--- src/rtl/mem_arbiter.sv ---
// Arbiter and sequencer for the single shared multi-cycle memory port used by
// instruction fetch and the EX/MEM data access; also drives the pipeline stalls.
module mem_arbiter #(
    parameter int unsigned TIMEOUT = 15
) (
    input  logic        clk,
    input  logic        rst,
    input  logic        if_req_i,
    input  logic [15:0] if_addr_i,
    input  logic        dm_rd_i,
    input  logic        dm_wr_i,
    input  logic [15:0] dm_addr_i,
    input  logic [15:0] dm_wdata_i,
    input  logic [15:0] mem_rdata_i,
    input  logic        mem_done_i,
    output logic        mem_en_o,
    output logic        mem_wr_o,
    output logic [15:0] mem_addr_o,
    output logic [15:0] mem_wdata_o,
    output logic [15:0] if_rdata_o,
    output logic        if_valid_o,
    output logic [15:0] dm_rdata_o,
    output logic        dm_valid_o,
    output logic        stall_fe_o,
    output logic        stall_pipe_o,
    output logic        err_o
);

    typedef enum logic [1:0] {
        IDLE,
        ISSUE,
        WAIT,
        RESP
    } state_e;

    localparam logic [4:0] TimeoutCnt = 5'(TIMEOUT);

    state_e      state_q;
    logic        owner_q;
    logic        lastOwner_q;
    logic        armed_q;
    logic [4:0]  cnt_q;
    logic        memEn_q;
    logic        memWr_q;
    logic [15:0] memAddr_q;
    logic [15:0] memWdata_q;
    logic [15:0] ifRdata_q;
    logic [15:0] dmRdata_q;
    logic        ifValid_q;
    logic        dmValid_q;
    logic        err_q;

    logic        dmReq_d;
    logic        anyReq_d;
    logic        grantData_d;
    logic        conflict_d;
    logic        strayDone_d;
    logic        timeout_d;
    logic [4:0]  cnt_d;
    logic [15:0] respWord_d;

    // On a tie the side that did not complete last wins. A completion pulse
    // before the first grant since reset is the tail of an abandoned access,
    // so it is only treated as a protocol error once armed_q is set.
    always_comb begin
        dmReq_d     = dm_rd_i | dm_wr_i;
        anyReq_d    = dmReq_d | if_req_i;
        grantData_d = dmReq_d & (~if_req_i | ~lastOwner_q);
        conflict_d  = dm_rd_i & dm_wr_i;
        strayDone_d = mem_done_i & armed_q & (state_q != WAIT);
        cnt_d       = cnt_q + 5'd1;
        timeout_d   = (cnt_d >= TimeoutCnt);
        respWord_d  = mem_done_i ? mem_rdata_i : 16'h0000;
    end

    always_ff @(posedge clk or posedge rst) begin
        if (rst) begin
            state_q     <= IDLE;
            owner_q     <= 1'b0;
            lastOwner_q <= 1'b0;
            armed_q     <= 1'b0;
            cnt_q       <= 5'd0;
            memEn_q     <= 1'b0;
            memWr_q     <= 1'b0;
            memAddr_q   <= 16'h0000;
            memWdata_q  <= 16'h0000;
            ifRdata_q   <= 16'h0000;
            dmRdata_q   <= 16'h0000;
            ifValid_q   <= 1'b0;
            dmValid_q   <= 1'b0;
            err_q       <= 1'b0;
        end else begin
            memEn_q   <= 1'b0;
            ifValid_q <= 1'b0;
            dmValid_q <= 1'b0;
            if (strayDone_d) begin
                err_q <= 1'b1;
            end
            unique case (state_q)
                IDLE: begin
                    if (anyReq_d) begin
                        state_q    <= ISSUE;
                        owner_q    <= grantData_d;
                        armed_q    <= 1'b1;
                        memEn_q    <= 1'b1;
                        memWr_q    <= grantData_d & dm_wr_i;
                        memAddr_q  <= grantData_d ? dm_addr_i : if_addr_i;
                        memWdata_q <= grantData_d ? dm_wdata_i : 16'h0000;
                        if (grantData_d & conflict_d) begin
                            err_q <= 1'b1;
                        end
                    end
                end
                ISSUE: begin
                    cnt_q   <= 5'd0;
                    state_q <= WAIT;
                end
                WAIT: begin
                    cnt_q <= cnt_d;
                    // A completion arriving on the timeout cycle still counts as good.
                    if (mem_done_i || timeout_d) begin
                        state_q    <= RESP;
                        memWr_q    <= 1'b0;
                        memAddr_q  <= 16'h0000;
                        memWdata_q <= 16'h0000;
                        if (mem_done_i) begin
                            lastOwner_q <= owner_q;
                        end else begin
                            err_q <= 1'b1;
                        end
                        if (owner_q) begin
                            dmValid_q <= 1'b1;
                            dmRdata_q <= respWord_d;
                        end else begin
                            ifValid_q <= 1'b1;
                            ifRdata_q <= respWord_d;
                        end
                    end
                end
                RESP: begin
                    state_q <= IDLE;
                end
                default: begin
                    state_q <= IDLE;
                end
            endcase
        end
    end

    assign mem_en_o     = memEn_q;
    assign mem_wr_o     = memWr_q;
    assign mem_addr_o   = memAddr_q;
    assign mem_wdata_o  = memWdata_q;
    assign if_rdata_o   = ifRdata_q;
    assign if_valid_o   = ifValid_q;
    assign dm_rdata_o   = dmRdata_q;
    assign dm_valid_o   = dmValid_q;
    assign err_o        = err_q;
    assign stall_fe_o   = if_req_i & ~ifValid_q;
    assign stall_pipe_o = dmReq_d & ~dmValid_q;

endmodule
--- config.mk ---
export PLATFORM = sky130hd
export DESIGN_NAME = mem_arbiter
export DESIGN_NICKNAME = d
export VERILOG_FILES = /design/src/rtl/mem_arbiter.sv
export SDC_FILE = /design/constraint.sdc
export NUM_CORES = 1
export LEC_CHECK = 0
export CAP_MARGIN = 0
export CORE_AREA = 2 2 110 112
export CTS_CLUSTER_SIZE = 30
export DETAILED_ROUTE_END_ITERATION = 12
export DIE_AREA = 0 0 112 114
export GPL_TIMING_DRIVEN = 0
export MAX_ROUTING_LAYER = met4
export PLACE_DENSITY = 0.76
export REMOVE_ABC_BUFFERS = 1
export SLEW_MARGIN = 15
export SYNTH_ARGS = -nofsm -noshare
export SYNTH_HDL_FRONTEND = slang
export SYNTH_SLANG_ARGS = --single-unit
--- constraint.sdc ---
create_clock -name clk -period 3.78 [get_ports clk]
set_clock_uncertainty 0.2 [all_clocks]
set_input_delay 0.756 -clock clk [delete_from_list [all_inputs] [get_ports clk]]
set_output_delay 0.756 -clock clk [all_outputs]
set_load 0.1 [all_outputs]
==> summary.txt <==
Run status
  – Status: finished, final reports clean

Die
  – FP Rows: 40
  – Die Y: 114 um
  – I/O pins: 141
  – Die width: 112 um
  – Starting density of the core: 36.09%
  – Die Area: 0.01277 sq mm
  – Core area: 0.01171 sq mm

Detailed routing
  – Remaining antenna violation count: 0
  – Drt pass-1 iters: 4
  – Avg WL per Cell: 15.79 um
  – DRT iter0 DRCs: 188
  – Vias post-DR: between 3,000 and 4,000
  – DRC viols: 0
  – Drt total wl: between 10 and 15 mm
  – Vias per std cell: 5.152

Worst setup path
  – Critical Path, Cell by Cell: clkdlybuf4s50_1, nor2_1, nor2_1, dlymetal6s2s_1
  – Max FO, Critical Path: 5
  – Worst path slowest cell: dlymetal6s2s_1
  – Cell family with most CP delay: buffers and inverters
  – Critical path class: in2out
  – Startpoint Class: input pin
  – Worst Path Required: ~2.8 ns
  – CP most frequent cell: nor2_1
  – Buf/Inv on CP: 2
  – Critical Path Max Stage Delay: 0.76 ns
  – Type of destination of the critical path: output pin
  – Worst Path Arrival: about 2.4 ns

Synthesis
  – #FFs+latches synth: 79
  – Netlist cell types: 44
  – Cell taking the most area after synthesis: dfrtp_1
  – Synth area leaders: dfrtp_1 47%, a21oi_1 8.4%, a21bo_2 6.9%, nand2_1 3.8%, nor2_1 3.7%
  – Asr flop ratio synth: 100.0%
  – Seq/Total Area, Yosys: 46.77%
  – Top FF cell, synth: dfrtp_1
  – Synth top area share: between 40 and 50%
  – Synth warn: 0
  – Mapped Cells: approximately 430
  – Avg Cell Area, Syn: 9.875 sq um
  – Post-synthesis cell area: approximately 0.0042 sq mm
  – Post-synth EDFFs: 0

Final layout
  – Final net count: roughly 630
  – Area growth, synth to finish: 43.43%
  – Layout cell share with drive strength beyond 1: 15.05%
  – Most frequent cells in the layout: 138 x clkdlybuf4s50_1, 79 x dfrtp_1, 71 x a21oi_1
  – Commonest non-fill, non-tap cell in the layout: clkdlybuf4s50_1
  – Antenna diodes: 0
  – Finished Core Util: about half
  – Fillers: 1,086
  – Final cell count without fillers: approximately 710

STA
  – Final min period: 3.344 ns
  – Worst Tran Pin Value: 1.122 ns
  – RSZ-0062 raised after global routing: no
  – Hold Fails Final Rpt: 0
  – # setup viols final: 0
  – Tcrit/Tclk final: 88.47%
  – Slew headroom: between 20% and 30%
  – Fmax achieved: approximately 0.3 GHz
  – Setup TNS: 0 ns
  – Max-slew violations: 0

Clock tree
  – Clock Sink Count: 79
  – Htree depth: 3
  – Worst-skew pair later-pin latency: 0.33 ns
  – CTS resizes: 0
  – Root buffer cell: clkbuf_16
  – CTS clk-pin slew, worst paths: 0.06 ns
  – Num CTS Buffers: 9
  – Setup bufs post-CTS: 0
  – Post-CTS Hold Fix Bufs: 0
  – Longest Clk Path Bufs: 2
  – TritonCTS clock tree: done

Global route
  – First-pass GRT wire length: 18.10 mm
  – GR Util All Layers: 17.67%
  – Number of global-route vias before repair: about 3,700
  – Initial antenna violation count: 0
  – Largest net degree at the start of global routing: 52
  – GRT Residual Overflow: 0

Job
  – # Max-Cap Violations: 0

Place
  – # placed instances: a little under 700
  – Port Buffers: 140
  – Hpwl dp: 7.724 mm
  – Gpl congestion: between 0.7 and 0.8

Hold path
  – Hold crit path type: reg2reg
==> stage by stage <==
stage / worst slack (ns) / hold WS, ns / cell area (sq um)
after floorplan: 0.6133 / 0.2403 / 4025
after global placement: -0.7402 / 0.2565 / 5610
after detailed placement: 0.03441 / 0.2652 / 5709
after CTS: 0.03413 / 0.2875 / 6048
after global routing: 0.3589 / 0.2929 / 6062
final: 0.4357 / 0.2846 / 6062
==> routing by layer <==
layer | up-vias | wire, um | GRT usage [%]
met1 | 1736 | 4926 | 22.12
met2 | 121 | 5348 | 29.21
met4 | 0 | 97 | 4.228
li1 | 1766 | - | -
met3 | 9 | 761 | 4.304
met5 | - | 0 | -
==> cells in the mapped netlist, types with 2 or more instances <==
cell,instances
a21bo_1,3
a21bo_2,29
a21oi_1,71
a21oi_2,2
buf_12,2
buf_2,11
buf_4,2
buf_6,4
clkbuf_1,11
dfrtp_1,79
ha_1,4
inv_1,8
mux2_2,8
mux2_4,9
nand2_1,43
nand3_1,23
nor2_1,42
nor2b_1,8
o211ai_1,13
o211ai_2,4
o21ai_0,18
o221ai_1,5
o22ai_1,3
o2bb2ai_1,3
or2_2,2
xnor2_1,3
==> state kept, by name, indices dropped and copies added (netlist names) <==
signal       count
mem_en_o         1
mem_wdata_o     16
err_o            1
lastOwner_q      1
cnt_q            5
if_valid_o       1
mem_addr_o      16
dm_rdata_o      16
mem_wr_o         1
if_rdata_o      16
armed_q          1
state_q          2
owner_q          1
dm_valid_o       1
==> kinds of logic after synthesis <==
family / synth area share (%)
simple gates: 13.50
buf+inv: 5.476
flops: 46.77
compound gates: 26.67
fa+ha+maj: 1.184
xor+xnor: 0.8290
mux: 5.566
==> worst paths after layout <==
path | start | endpoint | slack, ns | cells after the start
worst max-delay path | dm_wr_i | stall_pipe_o | 0.44 | 4
worst min-delay path | armed_q$_DFFE_PP0P_ | armed_q$_DFFE_PP0P_ | 0.28 | 1
worst max register to register | state_q[0]$_DFFE_PP0P_ | mem_addr_o[8]$_DFFE_PP0P_ | 0.92 | 6
worst min register to register | armed_q$_DFFE_PP0P_ | armed_q$_DFFE_PP0P_ | 0.28 | 1
max in group asynchronous | rst | mem_wdata_o[2]$_DFFE_PP0P_ | 2.22 | 3
min in group asynchronous | rst | dm_valid_o$_DFF_PP0_ | 0.57 | 2
==> cell type report <==
| class | count | area [sq um] | area share [%] |
|---|---|---|---|
| Clock buffer | 11 | 232.7 | 3.839 |
| Clock inverter | 5 | 106.4 | 1.754 |
| Inverter | 8 | 32.53 | 0.5366 |
| Multi-Input combinational cell | 310 | 2039 | 33.64 |
| Sequential cell | 79 | 1977 | 32.61 |
| Tap cell | 147 | 183.9 | 3.034 |
| Timing Repair Buffer | 145 | 1490 | 24.58 |
Power is not shown: default switching activity piles up to over one toggle a cycle in this logic, so the estimate is an artifact.
